===== src/rtl/pipeline_ctrl_pkg.sv =====
// rtl/pipeline_ctrl_pkg.sv - shared types and constants for the pipeline sequencing controller
package pipeline_ctrl_pkg;

  localparam int          REG_AW    = 5;
  localparam logic [31:0] NOP_INSTR = 32'h0000_0000;

  typedef enum logic [1:0] {
    ST_IDLE  = 2'd0,
    ST_RUN   = 2'd1,
    ST_STALL = 2'd2,
    ST_DRAIN = 2'd3
  } state_t;

  typedef struct packed {
    logic pc_en;
    logic if_id_en;
    logic if_id_flush;
    logic id_ex_en;
    logic id_ex_flush;
  } ctrl_t;

  // Control patterns, field order pc_en/if_id_en/if_id_flush/id_ex_en/id_ex_flush
  localparam ctrl_t CTRL_OFF    = 5'b00000;
  localparam ctrl_t CTRL_RUN    = 5'b11010;
  localparam ctrl_t CTRL_FLUSH  = 5'b11111;
  localparam ctrl_t CTRL_BUBBLE = 5'b00011;
  localparam ctrl_t CTRL_DRAIN  = 5'b01110;

endpackage


===== src/rtl/pipeline_ctrl_if.sv =====
// rtl/pipeline_ctrl_if.sv - pipeline controller signal bundle with cpu-side and controller-side views
interface pipeline_ctrl_if #(
  parameter int CNT_W = 32
);
  import pipeline_ctrl_pkg::*;

  logic              enable;
  logic [REG_AW-1:0] id_rs;
  logic [REG_AW-1:0] id_rt;
  logic              id_uses_rt;
  logic              ex_mem_read;
  logic [REG_AW-1:0] ex_rd;
  logic              ex_redirect;
  logic              pc_en;
  logic              if_id_en;
  logic              if_id_flush;
  logic              id_ex_en;
  logic              id_ex_flush;
  logic              running;
  logic              halted;
  logic [CNT_W-1:0]  cycle_count;
  logic [CNT_W-1:0]  stall_count;
  logic [CNT_W-1:0]  flush_count;

  modport master (
    output enable, id_rs, id_rt, id_uses_rt, ex_mem_read, ex_rd, ex_redirect,
    input  pc_en, if_id_en, if_id_flush, id_ex_en, id_ex_flush,
    input  running, halted, cycle_count, stall_count, flush_count
  );

  modport slave (
    input  enable, id_rs, id_rt, id_uses_rt, ex_mem_read, ex_rd, ex_redirect,
    output pc_en, if_id_en, if_id_flush, id_ex_en, id_ex_flush,
    output running, halted, cycle_count, stall_count, flush_count
  );

endinterface


===== src/rtl/pipe_hazard_detect.sv =====
// rtl/pipe_hazard_detect.sv - combinational load-use hazard detection between ID and EX
module pipe_hazard_detect
  import pipeline_ctrl_pkg::*;
(
  input  logic [REG_AW-1:0] i_id_rs,
  input  logic [REG_AW-1:0] i_id_rt,
  input  logic              i_id_uses_rt,
  input  logic              i_ex_mem_read,
  input  logic [REG_AW-1:0] i_ex_rd,
  output logic              o_haz
);

  // $zero is never a real dependency, so a load targeting r0 never stalls
  assign o_haz = i_ex_mem_read & (i_ex_rd != '0) &
                 ((i_ex_rd == i_id_rs) | (i_id_uses_rt & (i_ex_rd == i_id_rt)));

endmodule


===== src/rtl/pipeline_ctrl.sv =====
// rtl/pipeline_ctrl.sv - run/stall/flush/drain sequencing of the PC and front pipeline registers
module pipeline_ctrl
  import pipeline_ctrl_pkg::*;
#(
  parameter int STALL_CYCLES = 1,
  parameter int DRAIN_CYCLES = 4,
  parameter int CNT_W        = 32
) (
  input  logic              clk,
  input  logic              arst_n,
  pipeline_ctrl_if.slave    bus
);

  localparam int              DW         = (DRAIN_CYCLES > 1) ? $clog2(DRAIN_CYCLES) : 1;
  localparam logic [DW-1:0]   DRAIN_LOAD = DW'(DRAIN_CYCLES - 1);
  localparam logic [DW-1:0]   DRAIN_ONE  = DW'(1);
  localparam logic [3:0]      STALL_LOAD = (STALL_CYCLES > 1) ? 4'(STALL_CYCLES - 2) : 4'd0;
  localparam logic [CNT_W-1:0] CNT_ONE   = CNT_W'(1);

  state_t           r_state;
  logic [3:0]       r_stall_cnt;
  logic [DW-1:0]    r_drain_cnt;
  logic [CNT_W-1:0] r_cycle_count;
  logic [CNT_W-1:0] r_stall_count;
  logic [CNT_W-1:0] r_flush_count;
  logic             w_haz;
  ctrl_t            w_ctrl;

  pipe_hazard_detect u_haz (
    .i_id_rs       (bus.id_rs),
    .i_id_rt       (bus.id_rt),
    .i_id_uses_rt  (bus.id_uses_rt),
    .i_ex_mem_read (bus.ex_mem_read),
    .i_ex_rd       (bus.ex_rd),
    .o_haz         (w_haz)
  );

  always_comb begin
    w_ctrl = CTRL_OFF;
    case (r_state)
      ST_RUN: begin
        if (bus.ex_redirect)  w_ctrl = CTRL_FLUSH;
        else if (w_haz)       w_ctrl = CTRL_BUBBLE;
        else                  w_ctrl = CTRL_RUN;
      end
      ST_STALL: w_ctrl = CTRL_BUBBLE;
      ST_DRAIN: w_ctrl = CTRL_DRAIN;
      default:  w_ctrl = CTRL_OFF;
    endcase
  end

  always_ff @(posedge clk or negedge arst_n) begin
    if (!arst_n) begin
      r_state       <= ST_IDLE;
      r_stall_cnt   <= '0;
      r_drain_cnt   <= '0;
      r_cycle_count <= '0;
      r_stall_count <= '0;
      r_flush_count <= '0;
    end else begin
      if (r_state != ST_IDLE) r_cycle_count <= r_cycle_count + CNT_ONE;
      case (r_state)
        ST_IDLE: begin
          if (bus.enable) begin
            r_state       <= ST_RUN;
            r_cycle_count <= '0;
            r_stall_count <= '0;
            r_flush_count <= '0;
          end
        end
        ST_RUN: begin
          // A redirect squashes the instruction that raised the hazard, so it wins
          if (bus.ex_redirect) begin
            r_flush_count <= r_flush_count + CNT_ONE;
            if (!bus.enable) begin
              r_state     <= ST_DRAIN;
              r_drain_cnt <= DRAIN_LOAD;
            end
          end else if (w_haz) begin
            r_stall_count <= r_stall_count + CNT_ONE;
            if (STALL_CYCLES > 1) begin
              r_state     <= ST_STALL;
              r_stall_cnt <= STALL_LOAD;
            end
          end else if (!bus.enable) begin
            r_state     <= ST_DRAIN;
            r_drain_cnt <= DRAIN_LOAD;
          end
        end
        ST_STALL: begin
          r_stall_count <= r_stall_count + CNT_ONE;
          if (r_stall_cnt == 4'd0) begin
            if (bus.enable) begin
              r_state <= ST_RUN;
            end else begin
              r_state     <= ST_DRAIN;
              r_drain_cnt <= DRAIN_LOAD;
            end
          end else begin
            r_stall_cnt <= r_stall_cnt - 4'd1;
          end
        end
        ST_DRAIN: begin
          if (r_drain_cnt == '0) r_state     <= ST_IDLE;
          else                   r_drain_cnt <= r_drain_cnt - DRAIN_ONE;
        end
        default: r_state <= ST_IDLE;
      endcase
    end
  end

  assign bus.pc_en       = w_ctrl.pc_en;
  assign bus.if_id_en    = w_ctrl.if_id_en;
  assign bus.if_id_flush = w_ctrl.if_id_flush;
  assign bus.id_ex_en    = w_ctrl.id_ex_en;
  assign bus.id_ex_flush = w_ctrl.id_ex_flush;
  assign bus.running     = (r_state == ST_RUN) || (r_state == ST_STALL);
  assign bus.halted      = (r_state == ST_IDLE);
  assign bus.cycle_count = r_cycle_count;
  assign bus.stall_count = r_stall_count;
  assign bus.flush_count = r_flush_count;

endmodule

===== src/flat_wrapper.sv =====
// flat-port wrapper written by rule: the top's interface ports become plain ports
module pipeline_ctrl_flat import pipeline_ctrl_pkg::*;
#(
  parameter int STALL_CYCLES = 1,
  parameter int DRAIN_CYCLES = 4,
  parameter int CNT_W        = 32
)
  (clk, arst_n, bus_enable, bus_id_rs, bus_id_rt, bus_id_uses_rt, bus_ex_mem_read, bus_ex_rd, bus_ex_redirect, bus_pc_en, bus_if_id_en, bus_if_id_flush, bus_id_ex_en, bus_id_ex_flush, bus_running, bus_halted, bus_cycle_count, bus_stall_count, bus_flush_count);
  pipeline_ctrl_if #(.CNT_W(CNT_W)) bus_i ();
  input  logic clk;
  input  logic arst_n;
  input wire logic [$bits(bus_i.enable)-1:0] bus_enable;
  input wire logic [$bits(bus_i.id_rs)-1:0] bus_id_rs;
  input wire logic [$bits(bus_i.id_rt)-1:0] bus_id_rt;
  input wire logic [$bits(bus_i.id_uses_rt)-1:0] bus_id_uses_rt;
  input wire logic [$bits(bus_i.ex_mem_read)-1:0] bus_ex_mem_read;
  input wire logic [$bits(bus_i.ex_rd)-1:0] bus_ex_rd;
  input wire logic [$bits(bus_i.ex_redirect)-1:0] bus_ex_redirect;
  output wire logic [$bits(bus_i.pc_en)-1:0] bus_pc_en;
  output wire logic [$bits(bus_i.if_id_en)-1:0] bus_if_id_en;
  output wire logic [$bits(bus_i.if_id_flush)-1:0] bus_if_id_flush;
  output wire logic [$bits(bus_i.id_ex_en)-1:0] bus_id_ex_en;
  output wire logic [$bits(bus_i.id_ex_flush)-1:0] bus_id_ex_flush;
  output wire logic [$bits(bus_i.running)-1:0] bus_running;
  output wire logic [$bits(bus_i.halted)-1:0] bus_halted;
  output wire logic [$bits(bus_i.cycle_count)-1:0] bus_cycle_count;
  output wire logic [$bits(bus_i.stall_count)-1:0] bus_stall_count;
  output wire logic [$bits(bus_i.flush_count)-1:0] bus_flush_count;
  assign bus_i.enable = bus_enable;
  assign bus_i.id_rs = bus_id_rs;
  assign bus_i.id_rt = bus_id_rt;
  assign bus_i.id_uses_rt = bus_id_uses_rt;
  assign bus_i.ex_mem_read = bus_ex_mem_read;
  assign bus_i.ex_rd = bus_ex_rd;
  assign bus_i.ex_redirect = bus_ex_redirect;
  assign bus_pc_en = bus_i.pc_en;
  assign bus_if_id_en = bus_i.if_id_en;
  assign bus_if_id_flush = bus_i.if_id_flush;
  assign bus_id_ex_en = bus_i.id_ex_en;
  assign bus_id_ex_flush = bus_i.id_ex_flush;
  assign bus_running = bus_i.running;
  assign bus_halted = bus_i.halted;
  assign bus_cycle_count = bus_i.cycle_count;
  assign bus_stall_count = bus_i.stall_count;
  assign bus_flush_count = bus_i.flush_count;
  pipeline_ctrl #(.STALL_CYCLES(STALL_CYCLES), .DRAIN_CYCLES(DRAIN_CYCLES), .CNT_W(CNT_W)) u_core (.clk(clk), .arst_n(arst_n), .bus(bus_i));
endmodule

===== config.mk =====
export PLATFORM = sky130hd
export DESIGN_NAME = pipeline_ctrl_flat
export DESIGN_NICKNAME = d
export VERILOG_FILES = /design/src/rtl/pipeline_ctrl_pkg.sv /design/src/rtl/pipeline_ctrl_if.sv /design/src/rtl/pipe_hazard_detect.sv /design/src/rtl/pipeline_ctrl.sv /design/src/flat_wrapper.sv
export SDC_FILE = /design/constraint.sdc
export NUM_CORES = 1
export LEC_CHECK = 0
export CORE_UTILIZATION = 48
export CTS_BUF_LIST = sky130_fd_sc_hd__clkbuf_2 sky130_fd_sc_hd__clkbuf_4 sky130_fd_sc_hd__clkbuf_8
export DETAILED_ROUTE_END_ITERATION = 12
export PLACE_DENSITY = 0.82
export SLEW_MARGIN = 0
export SYNTH_ARGS = -nofsm -noshare
export SYNTH_HDL_FRONTEND = slang
export SYNTH_SLANG_ARGS = --single-unit

===== constraint.sdc =====
create_clock -name clk -period 2.3 [get_ports clk]
set_input_delay 0.23 -clock clk [delete_from_list [all_inputs] [get_ports clk]]
set_output_delay 0.23 -clock clk [all_outputs]
set_load 0.03 [all_outputs]

Word-level counts from Yosys, hierarchy flattened
Index checks and enable logic that the tools add are counted.
Word-level totals
  flip-flop bits (word level): 104
Cells by class
  mux-type cells: 26
  reduce and logical (&&, ||, !) cells: 14
  add/sub/neg operators: 5
  equal/unequal tests: 13
  bitwise operators: 5
Operators with widths (number)
  $mux 32: 7
  $add 32x1->32 const B: 3
  $pmux 32 s3: 1
  $pmux 32 s2: 1
  $mux 2: 12
  $pmux 5 s3: 1
  $reduce_and 4->1: 3
  $eq 5x5->1: 2
  $mux 5: 2
  $ne 2x2->1 const B: 5
  $pmux 2 s4: 1
  $pmux 2 s3: 1
  $reduce_bool 3->1: 2
  $reduce_bool 5->1: 1
  $eq 2x2->1 const B: 2
  $logic_not 2->1: 2
  $logic_not 4->1: 1
  $ne 2x1->1 const B: 2
  $reduce_bool 2->1: 2
  $sub 4x1->4 const B: 1
  $and 1x1->1: 3
  $ne 3x3->1 const B: 1
  $reduce_and 3->1: 1
  $eq 2x1->1 const B: 1
  other kinds (5): 5

Depth between registers and ports, before layout
  depth after elaboration: 7
  depth in mapped cells: 9
  gate-level depth less buffers: 8

By module
Synthesis repeated with hierarchy kept, for this count alone.
Unflattened totals
  cell total of the unflattened synthesis: 624
  area total of the unflattened synthesis: 5683.0 um2
By module, submodules not included
  pipeline_ctrl: cells each 607, area an instance 5550.3 um2, times used 1
  pipe_hazard_detect: cells each 17, area an instance 132.6 um2, times used 1

Worst setup path before layout
OpenSTA, ideal clock, no wires.
  kind: register -> register
  start point: reg u_core.r_state[0]
  end point: reg u_core.r_cycle_count[31], in the netlist u_core.bus.cycle_count[31]
  data required time: 2.223 ns
  arrival: 2.289 ns
  path slack: -0.067 ns
  cell stages (with the launch flop): 9
  path through: dfrtp_1 -> inv_1 -> ha_1 -> and4b_1 -> nand3_2 -> nor3_4 -> nand4_1 -> or3_1 -> a21oi_1
On the way
  elaborated cells on any way between the ends: 5
  classes of those cells: mux (3); reduce/logical (2)
RTL lines
  start: declaration: RTL line pipeline_ctrl.sv:20  | state_t r_state;
  start signal: assignment: RTL line pipeline_ctrl.sv:54  | r_state <= ST_IDLE;
  start signal: assignment: RTL line pipeline_ctrl.sv:65  | r_state <= ST_RUN;
  start signal: assignment: RTL line pipeline_ctrl.sv:76  | r_state <= ST_DRAIN;
  $logic_not 2->1
  via bus_halted: RTL line flat_wrapper.sv:25  | output wire logic [$bits(bus_i.halted)-1:0] bus_halted;
  $mux 32: RTL line pipeline_ctrl.sv:62  | case (r_state)
  end signal: assignment: RTL line pipeline_ctrl.sv:61  | if (r_state != ST_IDLE) r_cycle_count <= r_cycle_count + CNT_ONE;
  end: declaration: RTL line pipeline_ctrl.sv:23  | logic [CNT_W-1:0] r_cycle_count;
The timed path passes the listed nets, and every way through them passes these cells.
A chain may end at the register's enable or synchronous reset.

Worst setup path in the final report
  start point: reg u_core.r_state[0]
  end point: reg u_core.r_cycle_count[31], in the netlist u_core.bus.cycle_count[31]
On the way
  cells in the longest elaborated chain, start to end: 4
  elaborated cells on any way between the ends: 5
  classes of those cells: mux (3); reduce/logical (2)
RTL lines
  $reduce_bool 2->1: RTL line pipeline_ctrl.sv:61
  $mux 32: RTL line pipeline_ctrl.sv:61
  $mux 32: RTL line pipeline_ctrl.sv:64  | if (bus.enable) begin
  $mux 32 (*): RTL line pipeline_ctrl.sv:62
Every way passes the cells marked *; elsewhere a longest branch is shown, timed or not.

==> qor.yml <==
clocking:
  cts_root_buffer: "clkbuf_8"
  cts_htree_levels: 3
  cts_buffers: 9
  clockBufferDepth: 2
  clk_pin_slew_worst_paths_ns: 0.10
  tritoncts: "built"
  cts_num_sinks: 104
  worstSkewPairLatency_ns: 0.37
final_layout:
  final_common_cell: "clkdlybuf4s50_1"
  layout_common_cells: "114 x clkdlybuf4s50_1, 104 x dfrtp_1, 66 x nand2_1"
  finalInstanceArea_um2: 7570
  drive_gt1_share_pct: 11.2
  area_growth_pct: 33.6
  antenna_cells: 0
  post-route-util_pct: 66.0
  layout.nets: 796
  instances_no_fill: 912
timing:
  drv_slew: 0
  fin_ws_ns: 0.0463
  hold_violations: 0
  setup_violations: 0
  clock_skew_ns: 0.0125
  fmaxAchievable_mhz: 444
  period_share_pct: 98.0
  slew_headroom_pct: 61.1
  finalCriticalPeriod_ns: 2.25
  worst_pin_slew_ns: 0.578
  rsz0062_at_grt: "yes"
yosys:
  yosys.area_share.simple_pct: 24.5
  synth_top_family_by_area: "simple AND/OR/NAND/NOR gates"
  syn_nets: 642
  synth-seq-area-share_pct: 45.9
  yosysTopAreaCell: "dfrtp_1"
  synth_warnings: 0
  syn_area_um2: 5660
  yosys-top-cells-area: "dfrtp_1 46%, o21ai_0 5.7%, nand2_1 4.4%"
  synth_mux_area_share_pct: 2.43
  postSynthCellCount: 611
  synth_cell_types: 53
  avgSynthCellArea_um2: 9.27
  synthAdderAreaFrac_pct: 2.21
  yosys.area.top_type_share_pct: 45.9
  synth_xor_area_share_pct: 5.88
  synth_compound_area_share_pct: 15.7
  ys_ff_latch: 104
placed_design:
  io_buffer_count: 123
  dpl_cell_area_um2: 7250
  hpwl_um: 10400
  placedCellCount: 890
  globalplace.congestion: 0.877
  pre_cts_ws_ns: -0.0884
floorplanning:
  die-area_um2: 12200
  start_util_pct: 49.4
  die_w_um: 111
  die_height_um: 111
  pin_count: 124
  core_area_um2: 11500
  std_cell_rows: 39
job:
  drv_cap: 0
critical_path:
  worstPathRequired_ns: 2.60
  path_max_fanout: 4
  critPathKind: "reg2reg"
  ff2ff_path_depth: 9
  startpoint_type: "flip-flop"
  crit_arrival_ns: 2.55
  endpoint_kind: "flip-flop"
grt:
  antenna_found_initial: 0
  grt-ovfl-total: 0
  grt.total_usage_pct: 23.5
  grt_pass1_wl_um: 23900
  grt_pass1_vias: 5151
  grt_max_degree: 86
detailed_routing:
  vias: 5280
  drc: 0
  via_per_inst: 5.79
  ant_nets: 0
  routedWlPerCell_um: 15.8
  first_pass_iters: 4
  wl_um: 14400
  first_iter_violations: 276
power:
  p_per_area_nw_per_um2: 862
  irDropWorstVdd_mv: 0.495
  p_leak_uw: 0.00316
status:
  status: "complete, no violations"
hold_path:
  hp-class: "in2async"
==> where the power goes <==
group          total (uW)  switching (uW)  internal, uW
clock                1200             640           559
sequential           2290             265          2020
combinational        3040            1810          1230
total                6530            2720          3810
==> cells in the mapped netlist, drive strengths merged <==
cell and instances:
a21o 1, a21oi 31, a221oi 1, a22o 4
a31oi 10, a41oi 1, and2 8, and3 12
and4 8, and4b 1, buf 11, clkbuf 9
dfrtp 104, ha 10, inv 23, mux2 3
mux2i 10, nand2 67, nand2b 5, nand3 40
nand3b 1, nand4 20, nor2 45, nor2b 3
nor3 10, nor4 7, nor4b 1, o211ai 4
o21a 3, o21ai 67, o22ai 2, o31a 1
o31ai 24, o41ai 2, or2 1, or3 18
or4 5, xnor2 23, xor2 15
==> kinds of logic (layout without fill, tap and decap cells) <==
| group | after synthesis | after routing |
|---|---|---|
| and+or+nand+nor | 252 | 252 |
| AOI/OAI and AO/OA | 151 | 151 |
| DFF | 104 | 104 |
| buffers and inverters | 43 | 201 |
| xor gates and xnor gates | 38 | 38 |
| muxes | 13 | 13 |
| adders and majority gates | 10 | 10 |
==> flip-flops by register name, indices dropped and copies added, names as in the netlist <==
| register | count |
|---|---|
| u_core.r_state | 2 |
| u_core.r_drain_cnt | 2 |
| u_core.r_stall_cnt | 4 |
| u_core.bus.stall_count | 32 |
| u_core.bus.cycle_count | 32 |
| u_core.bus.flush_count | 32 |
==> worst max-delay path, stage by stage (launching register included) <==
cell     delay, ns
dfrtp_1       0.44
inv_2         0.08
ha_2          0.21
and4b_2       0.32
nand3_4       0.10
nor3_4        0.20
nand4_1       0.17
buf_4         0.17
or3_1         0.33
a21oi_1       0.15
==> metal layers <==
layer  part of all wire (%)  up-vias  global-route usage [%]
met1                     43     2593                    30.1
met3                    4.8       12                    4.56
li1                       -     2518                       -
met4                   0.88        0                    6.58
met2                     51      157                    40.5
met5                      0        -                       0
==> stage by stage <==
stage                     TNS (ns)  hold slack (ns)  total power (uW)
after global routing        -0.418            0.268              6900
after CTS                        0            0.263              6520
after detailed placement    -0.691            0.132              5340
after floorplan                  0          -0.0656              4140
final                            0            0.270              6530
after global placement           0            0.125              5210
==> cell type report <==
cell class              instances  area (um2)
clock buffers                  11         151
inverters                      23        86.3
multi-input cells             464        2930
fillers                       906        3900
well taps                     143         179
clock inverters                 4        53.8
flip-flops and latches        104        2600
repair buffers                163        1560
==> worst paths after layout <==
| check | startpoint | endpoint | slack [ns] |
|---|---|---|---|
| max | u_core.r_state[0] | u_core.bus.cycle_count[31] | 0.05 |
| min | arst_n | u_core.bus.cycle_count[19] | 0.27 |
| max reg2reg | u_core.r_state[0] | u_core.bus.cycle_count[31] | 0.05 |
| min reg2reg | u_core.r_stall_cnt[3] | u_core.r_stall_cnt[3] | 0.51 |
| max in group asynchronous | arst_n | u_core.bus.stall_count[25] | 1.29 |
| min in group clk | u_core.r_stall_cnt[3] | u_core.r_stall_cnt[3] | 0.51 |
==> what timing repair did <==
action / 4_1_cts / 5_1_grt
gates cloned: 0 / 0
hold buffers: 1 / 0
buffers inserted: 3 / 3
gates resized for setup: 3 / 14
pin swaps: 1 / 5
hold endpoints to repair: 19 / 0
endpoints found under the setup margin: 8 / 25
No activity file was read; power rests on OpenSTA's default activity.
